File: config.mk
export PLATFORM = sky130hd
export DESIGN_NAME = regbank_wr_arbiter
export DESIGN_NICKNAME = d
export VERILOG_FILES = /design/src/rtl/regbank_pkg.sv /design/src/rtl/regbank_starve_cnt.sv /design/src/rtl/regbank_wr_arbiter.sv
export SDC_FILE = /design/constraint.sdc
export NUM_CORES = 1
export LEC_CHECK = 0
export ABC_AREA = 0
export BUFFER_PORTS_ARGS = -buffer_cell sky130_fd_sc_hd__buf_2
export CORE_UTILIZATION = 41
export CTS_BUF_LIST = sky130_fd_sc_hd__clkbuf_4
export DETAILED_ROUTE_END_ITERATION = 16
export GPL_TIMING_DRIVEN = 1
export PLACE_DENSITY = 0.69
export REMOVE_ABC_BUFFERS = 1
export SYNTH_ARGS = -nofsm -noshare
export SYNTH_HDL_FRONTEND = slang
export SYNTH_SLANG_ARGS = --single-unit
File: constraint.sdc
create_clock -name clk -period 2.4 [get_ports clk]
set_input_delay 0.12 -clock clk [delete_from_list [all_inputs] [get_ports clk]]
set_output_delay 0.12 -clock clk [all_outputs]
set_load 0.02 [all_outputs]
File: src/rtl/regbank_pkg.sv
// Shared widths and enums for the register-bank write arbiter.
// Source/state enums give the registered grant and starvation state a readable debug view.
package regbank_pkg;

    localparam int REG_ADDR_W = 6;
    localparam int REG_DATA_W = 32;
    localparam int REG_COUNT  = 64;

    typedef enum logic [1:0] {
        SRC_NONE = 2'd0,
        SRC_WB   = 2'd1,
        SRC_MU   = 2'd2
    } src_e;

    typedef enum logic {
        ST_NORMAL = 1'b0,
        ST_FORCED = 1'b1
    } wait_state_e;

endpackage

File: src/rtl/regbank_starve_cnt.sv
// Saturating count of consecutive cycles the MU request was blocked.
// forced is raised once the count reaches MAX_WAIT (legal range 1..15).
module regbank_starve_cnt
    import regbank_pkg::*;
#(
    parameter int MAX_WAIT = 4
) (
    input  logic        clk,
    input  logic        reset,
    input  logic        clr,
    input  logic        inc,
    output logic        forced,
    output logic [3:0]  cnt,
    output wait_state_e state
);

    localparam logic [3:0] MAX_CNT = 4'(MAX_WAIT);

    logic [3:0] cnt_q;
    logic [3:0] cnt_d;

    always_comb begin
        cnt_d = cnt_q;
        if (clr) begin
            cnt_d = 4'd0;
        end else if (inc && (cnt_q != MAX_CNT)) begin
            cnt_d = cnt_q + 4'd1;
        end
    end

    always_ff @(posedge clk or negedge reset) begin
        if (!reset) begin
            cnt_q <= 4'd0;
        end else begin
            cnt_q <= cnt_d;
        end
    end

    assign forced = (cnt_q == MAX_CNT);
    assign cnt    = cnt_q;
    assign state  = forced ? ST_FORCED : ST_NORMAL;

endmodule

File: src/rtl/regbank_wr_arbiter.sv
// Arbitrates the single bank write port between WB (priority) and MU, with a starvation
// guard and WAW squash. Define REGBANK_R0_DISCARD_EN to suppress writes to register 0.
module regbank_wr_arbiter
    import regbank_pkg::*;
#(
    parameter int ADDR_W   = REG_ADDR_W,
    parameter int DATA_W   = REG_DATA_W,
    parameter int MAX_WAIT = 4
) (
    input  logic              clk,
    input  logic              reset,
    input  logic              wb_valid,
    input  logic [ADDR_W-1:0] wb_addr,
    input  logic [DATA_W-1:0] wb_data,
    output logic              wb_stall,
    input  logic              mu_valid,
    input  logic [ADDR_W-1:0] mu_addr,
    input  logic [DATA_W-1:0] mu_data,
    output logic              mu_ready,
    output logic [ADDR_W-1:0] bank_addr,
    output logic              bank_we,
    output logic [DATA_W-1:0] bank_wdata,
    output src_e              dbg_src,
    output wait_state_e       dbg_state,
    output logic [3:0]        dbg_wait_cnt
);

    logic              forced;
    logic              grant_mu;
    logic              grant_wb;
    logic              squash;

    logic [ADDR_W-1:0] bank_addr_q,  bank_addr_d;
    logic [DATA_W-1:0] bank_wdata_q, bank_wdata_d;
    logic              bank_we_q,    bank_we_d;
    src_e              src_q,        src_d;

    regbank_starve_cnt #(
        .MAX_WAIT (MAX_WAIT)
    ) u_starve_cnt (
        .clk    (clk),
        .reset  (reset),
        .clr    (!mu_valid || mu_ready),
        .inc    (mu_valid && !mu_ready),
        .forced (forced),
        .cnt    (dbg_wait_cnt),
        .state  (dbg_state)
    );

    always_comb begin
        grant_mu     = mu_valid && (!wb_valid || forced);
        grant_wb     = wb_valid && !grant_mu;
        // A same-address MU write loses to the newer WB value unless the MU was forced through.
        squash       = grant_wb && mu_valid && (mu_addr == wb_addr) && !forced;
        mu_ready     = grant_mu || squash;
        wb_stall     = wb_valid && grant_mu;

        src_d        = SRC_NONE;
        bank_we_d    = 1'b0;
        bank_addr_d  = bank_addr_q;
        bank_wdata_d = bank_wdata_q;
        if (grant_mu) begin
            src_d        = SRC_MU;
            bank_we_d    = 1'b1;
            bank_addr_d  = mu_addr;
            bank_wdata_d = mu_data;
        end else if (grant_wb) begin
            src_d        = SRC_WB;
            bank_we_d    = 1'b1;
            bank_addr_d  = wb_addr;
            bank_wdata_d = wb_data;
        end
`ifdef REGBANK_R0_DISCARD_EN
        if (bank_addr_d == '0) begin
            bank_we_d = 1'b0;
        end
`else
`endif
    end

    always_ff @(posedge clk or negedge reset) begin
        if (!reset) begin
            bank_addr_q  <= '0;
            bank_wdata_q <= '0;
            bank_we_q    <= 1'b0;
            src_q        <= SRC_NONE;
        end else begin
            bank_addr_q  <= bank_addr_d;
            bank_wdata_q <= bank_wdata_d;
            bank_we_q    <= bank_we_d;
            src_q        <= src_d;
        end
    end

    assign bank_addr  = bank_addr_q;
    assign bank_wdata = bank_wdata_q;
    assign bank_we    = bank_we_q;
    assign dbg_src    = src_q;

endmodule

==> impl_metrics.csv, run 1 <==
group,metric,value,unit
outcome,status,"finished, final reports clean",
power_and_ir_drop,pwr-share-clk,21.1,%
clock_tree,clk_path_buf_depth,2,
setup_path,slowest_delay,480,ps
logic_synthesis,synth_top_cell_by_area,"dfrtp_1",
sta,post-route-period-util,92.2,%
logic_synthesis,synth_area_leaders,"dfrtp_1 45%, mux2_2 15%, o22ai_1 8.1%, a21oi_1 6.7%, inv_1 5.3%",
logic_synthesis,syn_area,2480,um2
power_and_ir_drop,switching_share,31.3,%
sta,tightest_slew,1000,ps
power_and_ir_drop,ir_drop,0.000231,V
floorplanning,rows,27,
clock_tree,clkLatencyLatePin,350,ps
sta,finalCriticalPeriod,2210,ps
clock_tree,cts.root.buffer_cell,"clkbuf_4",
floorplanning,fp.dieArea,6360,um2
setup_path,path_cells,"inv_1 > ha_1 > nand4b_4 > nor2_1 > buf_2",
route,ant_nets,0,
global_routing,grt_pass1_vias,2344,
clock_tree,cts_setup_buffers,0,
setup_path,path_delay_family,"simple AND/OR/NAND/NOR gates",
route,wl,6.72,mm
layout,drive_gt1_share,45.2,%
global_routing,grt_pass1_wl,10.9,mm
clock_tree,numCtsBuffers,5,
route,drcViolationCount,0,
layout,instances_no_fill,468,
logic_synthesis,syn_avg_cell_area,10.2,um2
sta,max_freq,452,MHz
setup_path,required,2280,ps
setup_path,worst-path-max-fanout,33,
place,dpl_worst_slack,178,ps
place,post-dp-hpwl,4.38,mm
sta,setup_viol,0,
run,cap_violations,0,
setup_path,crit_slowest_cell,"nand4b_4",
setup_path,cp-end-kind,"output port",
setup_path,critical_path_buf_inv_count,2,
sta,timing.final.ws_setup,187,ps
floorplanning,core,5680,um2
floorplanning,initial_core_util,43.7,%
sta,tns,0,ps
min_path,min_path_type,"input port to register",
power_and_ir_drop,leakagePower,1.79,nW
setup_path,critPathKind,"register to output port",
logic_synthesis,yosysSeqAreaShare,45.4,%
setup_path,critPathLaunchType,"register",
layout,nets,477,
logic_synthesis,ys_types,29,
route,route.vias.total,2407,
power_and_ir_drop,p_switching,0.000539,W
place,placed_cells,427,
sta,relSlewSlack,33.3,%
logic_synthesis,yosysWarningCount,0,
clock_tree,cts_sinks,45,
route,wl_per_cell,14.4,um
global_routing,grt_start_max_net_pins,46,
power_and_ir_drop,comb_power_share,29.2,%
global_routing,track_usage,22.0,%
logic_synthesis,syn_inst,242,
power_and_ir_drop,internal_power,0.00118,W
floorplanning,dieWidth,79.8,um
logic_synthesis,synth-seq-cells,45,
route,drtIter0Drc,81,
place,place_congestion,0.734,
logic_synthesis,netlist.area_leader.share,45.4,%
clock_tree,cts_max_level,2,
floorplanning,io_pins,128,
layout,n_antenna_cell,0,
sta,final_max_slew_viol_count,0,
setup_path,crit_arrival,2090,ps
clock_tree,path_clk_slew,120,ps
power_and_ir_drop,p_per_area,486,nW/um2
layout,syn_to_final_growth,42.6,%
floorplanning,dieHeight,79.8,um
place,io_buffer_count,127,
route,vias_per_cell,5.14,
sta,rsz0062_at_grt,"no",
power_and_ir_drop,p_seq_share,49.8,%
sta,skew,9.90,ps
global_routing,grt.overflow.total,0,
clock_tree,cts_tree,"done",
global_routing,antenna_found_initial,0,
route,drt_first_pass_iters,4,
sta,hold_violations,0,
[stage by stage]
stage               hold slack (ps)  total power [W]  utilization (%)  cell area, um2
detailed placement              350          0.00133             55.4            3140
global route                   1.35          0.00182             62.3            3540
floorplan                      -176          0.00111                -            2370
finish                         32.8          0.00172             62.3            3540
global placement                351          0.00132             55.4            3140
CTS                            10.6          0.00173             62.3            3540
[power by group through the flow]
stage	clock, W	combinational [W]	sequential (W)
final	0.000362	0.000502	0.000856
after CTS	0.000373	0.000503	0.000855
after global placement	0	0.000452	0.000868
after detailed placement	0	0.000461	0.000869
after global routing	0.000408	0.000550	0.000863
after floorplan	0	0.000163	0.000948
[registers in the layout, indices dropped and copies added, names as in the netlist]
register,flops
bank_wdata,32
bank_addr,6
u_starve_cnt.cnt,4
dbg_src,2
bank_we,1
[synth_stat cells (all sizes together)]
cell and instances:
nand3b 1, o22ai 32, buf 15, xor2 6, a221o 6, dfrtp 45, nand3 2, ha 2
inv 36, nor4 1, nand2 1, a21oi 34, clkbuf 3, and2 1, mux2i 7, a211oi 3
a21boi 1, xnor2 1, mux2 32, nor2 9, nand4b 1, or2 1, a31o 1, nand4 1
[layer usage]
metal,global-route usage [%],vias to the layer above,part of all wire [%]
met4,5.54,0,1.4
li1,-,1162,-
met3,4.11,9,6.0
met2,39.7,89,50
met1,26.7,1147,43
met5,0,-,0
[cell families (layout without fill, tap and decap cells)]
logic type	Yosys count	after routing	share of synthesized area, %
XOR/XNOR	7	7	2.47
multiplexers	39	39	17.4
adder cells (fa/ha/maj)	2	2	1.01
AO/OA/AOI/OAI	77	77	19.1
AND/OR/NAND/NOR	18	18	4.69
flip-flops	45	45	45.4
buffers and inverters	54	208	9.99
[worst paths after layout]
check	start	to	slack, ps	cells after the start
setup / recovery	u_starve_cnt.cnt[0]	wb_stall	190	5
hold / removal	wb_addr[4]	bank_addr[4]	30	2
setup reg to reg	u_starve_cnt.cnt[0]	bank_wdata[26]	460	7
hold reg to reg	u_starve_cnt.cnt[0]	u_starve_cnt.cnt[0]	510	1
max in group asynchronous	reset	bank_wdata[19]	1320	2
min in group asynchronous	reset	bank_wdata[23]	460	2
[cells in the final DEF (no fill, tap or decap), types with 6 or more instances in the layout]
master / synthesis / final
a21oi_1: 33 / 33
a221o_1: 6 / 6
buf_2: 6 / 127
clkbuf_4: 0 / 6
dfrtp_1: 45 / 45
dlygate4sd3_1: 0 / 33
inv_1: 35 / 35
mux2_2: 32 / 32
mux2i_1: 7 / 7
nor2_1: 9 / 9
o22ai_1: 32 / 32
xor2_1: 6 / 6
[repair_timing]
action                                  4_1_cts  5_1_grt
hold buffers                                 33        0
endpoints found under the hold margin        77        0
endpoints found under the setup margin        1        0
resized for setup                             1        0
[cell type report]
class                           instances  area, um2
Clock inverter                          2       10.0
Sequential cell                        45       1130
Fill cell                             483       2140
Multi-Input combinational cell        143       1120
Tap cell                               72       90.1
Clock buffer                            6       45.0
Timing Repair Buffer                  164       1010
Inverter                               36        135
Power figures use the tool's default switching activity.
==> run 2: changes to the inputs <==
CORE_UTILIZATION = 51   (was 41)
PLACE_DENSITY = 0.85   (was 0.69)
==> impl_metrics.csv, run 2 (synthesis gave the netlist of run 1 again) <==
group,metric,value,unit
layout,layout_common_cells,"127 x buf_2, 45 x dfrtp_1, 35 x inv_1",
route,vias_per_cell,5.47,
outcome,status,"finished, final reports clean",
layout,syn_to_final_growth,41.8,%
clock_tree,cts_tree,"done",
floorplanning,io_pins,128,
sta,max_freq,482,MHz
layout,final_common_cell,"buf_2",
sta,skew,10.6,ps
min_path,min_path_type,"input port to register",
route,drcViolationCount,0,
layout,drive_gt1_share,45.1,%
clock_tree,clk_path_buf_depth,2,
setup_path,cp-end-kind,"output port",
setup_path,critPathKind,"register to output port",
global_routing,grt_pass1_vias,2496,
sta,tns,0,ps
place,placed_cells,409,
clock_tree,cts.root.buffer_cell,"clkbuf_4",
clock_tree,cts_sinks,45,
power_and_ir_drop,ir_drop,0.000227,V
setup_path,slowest_delay,440,ps
global_routing,antenna_found_initial,0,
sta,hold_violations,0,
layout,post-route-cell-area,3520,um2
place,io_buffer_count,127,
sta,relSlewSlack,33.5,%
setup_path,critPathLaunchType,"register",
setup_path,crit_slowest_cell,"dfrtp_1",
clock_tree,clkLatencyLatePin,360,ps
sta,holdWs,25.8,ps
layout,n_antenna_cell,0,
clock_tree,cts_max_level,2,
layout,largest_reg_flops,32,
setup_path,timing.rr.start,"u_starve_cnt.cnt[0]",
layout,instances_no_fill,451,
power_and_ir_drop,leakagePower,1.78,nW
setup_path,required,2280,ps
sta,final_max_slew_viol_count,0,
sta,setup_viol,0,
floorplanning,core,4690,um2
power_and_ir_drop,p_per_area,488,nW/um2
place,place_congestion,0.759,
clock_tree,numCtsBuffers,5,
route,ant_nets,0,
setup_path,crit_arrival,1960,ps
floorplanning,rows,25,
route,wl,6.99,mm
clock_tree,path_clk_slew,130,ps
place,placed_cell_area,3110,um2
global_routing,track_usage,27.8,%
route,drtIter0Drc,143,
min_path,hold_start,"wb_addr[2]",
global_routing,grt_start_max_net_pins,46,
run,cap_violations,0,
setup_path,path_cells,"inv_1 > ha_1 > nand4b_4 > nor2_1 > buf_2",
setup_path,setup.worst_path.start,"u_starve_cnt.cnt[0]",
setup_path,path_delay_family,"simple AND/OR/NAND/NOR gates",
global_routing,grt_pass1_wl,11.2,mm
sta,post-route-period-util,86.5,%
floorplanning,dieWidth,71.7,um
sta,rsz0062_at_grt,"no",
route,drt_first_pass_iters,4,
floorplanning,fp.dieArea,5150,um2
global_routing,grt.overflow.total,0,
sta,finalCriticalPeriod,2080,ps
layout,nets,478,
route,route.vias.total,2467,
route,wl_per_cell,15.5,um
sta,tightest_slew,998,ps
floorplanning,dieHeight,71.7,um
floorplanning,initial_core_util,52.9,%
place,post-dp-hpwl,4.31,mm
layout,final_util,75.0,%
setup_path,worst-path-max-fanout,17,
setup_path,critical_path_buf_inv_count,2,
==> run 2: cell types whose count changed in the layout (fill, tap and decap cells not counted) <==
| cell | previous run | this run |
|---|---|---|
| nand4b_2 | 0 | 1 |
| clkinv_4 | 0 | 1 |
| clkbuf_4 | 6 | 5 |
| clkinv_2 | 2 | 1 |
| buf_12 | 1 | 0 |
| clkinv_1 | 0 | 1 |
| buf_4 | 3 | 4 |
==> run 2: worst reg2reg max path: stages, from the launching register on <==
cell,delay (ps)
dfrtp_1,440
inv_1,80
ha_1,360
nand4b_2,490
o22ai_1,340
a21oi_1,60
==> run 2: through the flow <==
stage	setup WS, ps	total power [W]
after detailed placement	211	0.00133
after CTS	190	0.00172
after global routing	145	0.00181
after floorplan	243	0.00111
after global placement	296	0.00131
final	323	0.00171
==> run 2: repair_timing <==
item	CTS	global route
hold buffers	33	0
resized for setup	1	0
hold endpoints to repair	77	0
endpoints found under the setup margin	1	1
cloned	0	1
setup buffers	0	0
==> run 2: layout make-up <==
| class | instances | area (um2) |
|---|---|---|
| Fill cell | 345 | 1170 |
| Multi-Input combinational cell | 144 | 1140 |
| Sequential cell | 45 | 1130 |
| Timing Repair Buffer | 164 | 996 |
| Inverter | 36 | 135 |
| Tap cell | 54 | 67.6 |
| Clock buffer | 5 | 37.5 |
| Clock inverter | 3 | 17.5 |
==> run 2: final timing paths <==
path / to / slack (ps) / cells past startpoint
max: wb_stall / 320 / 5
min: bank_addr[2] / 30 / 2
max reg2reg: bank_wdata[19] / 530 / 5
min reg2reg: u_starve_cnt.cnt[0] / 520 / 1
max in group asynchronous: bank_wdata[27] / 1330 / 2
min in group asynchronous: bank_wdata[4] / 460 / 2
==> run 2: report_power, final <==
part           switching (W)  leakage (nW)  internal (W)  total, W
sequential         0.0000328         0.522      0.000821  0.000854
clock               0.000242        0.0326      0.000111  0.000353
combinational       0.000273          1.23      0.000235  0.000507
==> run 2: layer usage <==
metal / part of all wire, % / vias to the layer above / track usage (%)
met1: 41 / 1167 / 34.1
met3: 7.0 / 20 / 6.47
met5: 0 / - / 0
met4: 2.4 / 0 / 10.5
met2: 49 / 112 / 47.9
li1: - / 1168 / -
==> run 3: changes to the inputs <==
ABC_AREA = 1   (was 0)
CORE_UTILIZATION = 49   (was 51)
PLACE_DENSITY = 0.84   (was 0.85)
SETUP_SLACK_MARGIN = 0.02   (was default)
==> impl_metrics.csv, run 3 <==
group,metric,value,unit
global_routing,track_usage,33.5,%
power_and_ir_drop,total_power,0.00193,W
sta,holdWs,31.6,ps
setup_path,critical_path_buf_inv_count,3,
logic_synthesis,yosys-top-cells-count,"110 x nand3_1, 52 x nand2_1, 45 x dfrtp_1",
logic_synthesis,netlist.area_leader.share,49.8,%
route,ant_nets,0,
floorplanning,io_pins,128,
min_path,worstHoldPathCells,3,
logic_synthesis,syn_avg_cell_area,8.41,um2
logic_synthesis,synth_top_cell_by_area,"dfrtp_1",
setup_path,critPathKind,"register to register",
logic_synthesis,synth_edf_count,0,
clock_tree,cts_max_level,2,
logic_synthesis,yosysSeqAreaShare,49.8,%
min_path,worstHoldEndpoint,"bank_wdata[23]",
clock_tree,cts_tree,"done",
layout,n_antenna_cell,0,
floorplanning,core,4380,um2
floorplanning,fp.dieArea,4900,um2
setup_path,cp-end-kind,"register",
route,wl,8.01,mm
route,drt_first_pass_iters,5,
outcome,status,"finished, final reports clean",
layout,layout_common_cells,"127 x buf_2, 110 x nand3_1, 58 x dlygate4sd3_1",
sta,rsz0062_at_grt,"no",
setup_path,rrSetupSlack,180,ps
logic_synthesis,syn_inst,269,
sta,finalCriticalPeriod,2220,ps
sta,hold_violations,0,
floorplanning,rows,24,
setup_path,path_delay_family,"buffers and inverters",
logic_synthesis,synth_ff_type,"dfrtp_1",
logic_synthesis,synthArstFlopShare,100,%
clock_tree,cts.root.buffer_cell,"clkbuf_4",
place,post-dp-hpwl,4.17,mm
power_and_ir_drop,leakagePower,1.90,nW
route,vias_per_cell,5.59,
layout,final_common_cell,"buf_2",
layout,nets,527,
layout,largest_reg_flops,32,
min_path,hold_start,"wb_data[23]",
floorplanning,dieWidth,70.0,um
power_and_ir_drop,p_per_area,550,nW/um2
setup_path,worst-path-max-fanout,35,
floorplanning,dieHeight,70.0,um
global_routing,grt_pass1_vias,2784,
clock_tree,cts_setup_buffers,0,
floorplanning,initial_core_util,51.6,%
place,place_congestion,0.788,
logic_synthesis,synth_area_leaders,"dfrtp_1 50%, nand3_1 24%, nand2_1 8.6%, o211ai_2 3.3%, inv_1 3.2%",
route,route.vias.total,2777,
clock_tree,numCtsBuffers,5,
layout,syn_to_final_growth,55.2,%
logic_synthesis,synth-seq-cells,45,
setup_path,timing.rr.start,"u_starve_cnt.cnt[0]",
setup_path,slowest_delay,550,ps
clock_tree,clk_path_buf_depth,2,
global_routing,grt_pass1_wl,12.9,mm
sta,max_freq,451,MHz
run,cap_violations,0,
global_routing,grt_start_max_net_pins,47,
logic_synthesis,yosysMostFrequentCell,"nand3_1",
setup_path,path_cells,"inv_1 > ha_1 > nand3b_1 > nand2_1 > nand2_2 > inv_2 > nand2_1 > nand3_1 > dlygate4sd3_1",
logic_synthesis,syn_area,2260,um2
logic_synthesis,ys_types,19,
global_routing,grt.overflow.total,0,
sta,tns,0,ps
min_path,min_path_type,"input port to register",
sta,final_max_slew_viol_count,0,
logic_synthesis,yosysWarningCount,0,
clock_tree,cts_sinks,45,
sta,tightest_slew,1020,ps
power_and_ir_drop,ir_drop,0.000271,V
global_routing,antenna_found_initial,0,
place,io_buffer_count,127,
sta,relSlewSlack,32.1,%
route,wl_per_cell,16.1,um
setup_path,r2r_cells,9,
clock_tree,path_clk_slew,140,ps
setup_path,critPathMostFrequentCell,"nand2_1",
sta,skew,10.7,ps
route,drtIter0Drc,219,
layout,drive_gt1_share,33.0,%
sta,post-route-period-util,92.3,%
layout,final_util,80.1,%
setup_path,crit_slowest_cell,"dlygate4sd3_1",
setup_path,critPathLaunchType,"register",
sta,setup_viol,0,
setup_path,crit_arrival,2510,ps
setup_path,r2r-end,"bank_wdata[12]",
route,drcViolationCount,0,
setup_path,required,2700,ps
clock_tree,clkLatencyLatePin,340,ps
run 3: worst reg2reg max path, delay by kind of cell (launching register included):
kind | cells | cell delay [ps]
buffers and inverters | 3 | 1070
adder cells (fa/ha/maj) | 1 | 130
AND/OR/NAND/NOR | 5 | 530
flip-flops | 1 | 440
run 3: cell families after synthesis:
kind of cell,count (synthesis),share of synthesized area [%]
AND/OR/NAND/NOR,172,35.2
buffers and inverters,40,9.45
AO/OA/AOI/OAI,8,3.76
flip-flops,45,49.8
adder cells (fa/ha/maj),2,1.11
XOR/XNOR,2,0.774
run 3: how the worst max path moves through the flow:
stage,start,endpoint,cells past startpoint
6_report,u_starve_cnt.cnt[0],bank_wdata[12],9
4_1_cts,u_starve_cnt.cnt[0],bank_wdata[21],9
3_5_place_dp,u_starve_cnt.cnt[0],u_starve_cnt.cnt[1],8
3_3_place_gp,u_starve_cnt.cnt[0],wb_stall,9
5_1_grt,u_starve_cnt.cnt[0],bank_wdata[8],9
2_1_floorplan,u_starve_cnt.cnt[0],wb_stall,8
run 3: area by class of cell:
type                       count  area (um2)
clock inverter                 2        35.0
clock buffer                   5        37.5
timing repair buffer         189        1250
sequential                    45        1130
fill                         283         872
tap                           52        65.1
inverter                      20        75.1
multi-input combinational    184         923
run 3: power by group:
group	switching (W)	internal (W)	total (W)
sequential	0.0000523	0.000836	0.000888
combinational	0.000326	0.000263	0.000589
clock	0.000241	0.000213	0.000454
total	0.000619	0.00131	0.00193
run 3: metal layers:
metal,vias up,global-route usage (%),wire [um]
li1,1247,-,-
met1,1317,41.8,3080
met2,179,55.9,3980
met3,34,7.50,675
met4,0,14.2,276
met5,-,0,0
run 3: stage by stage:
step	setup slack (ps)	area, um2	std cells
after floorplan	336	2120	249
after global placement	714	2860	432
after detailed placement	672	2860	432
after CTS	244	3510	497
after global routing	28.4	3510	497
final	184	3510	497
run 3: what timing repair did:
action,in CTS,in global routing
resized for setup,0,1
hold buffers,58,0
hold endpoints to repair,77,0
endpoints found under the setup margin,0,1
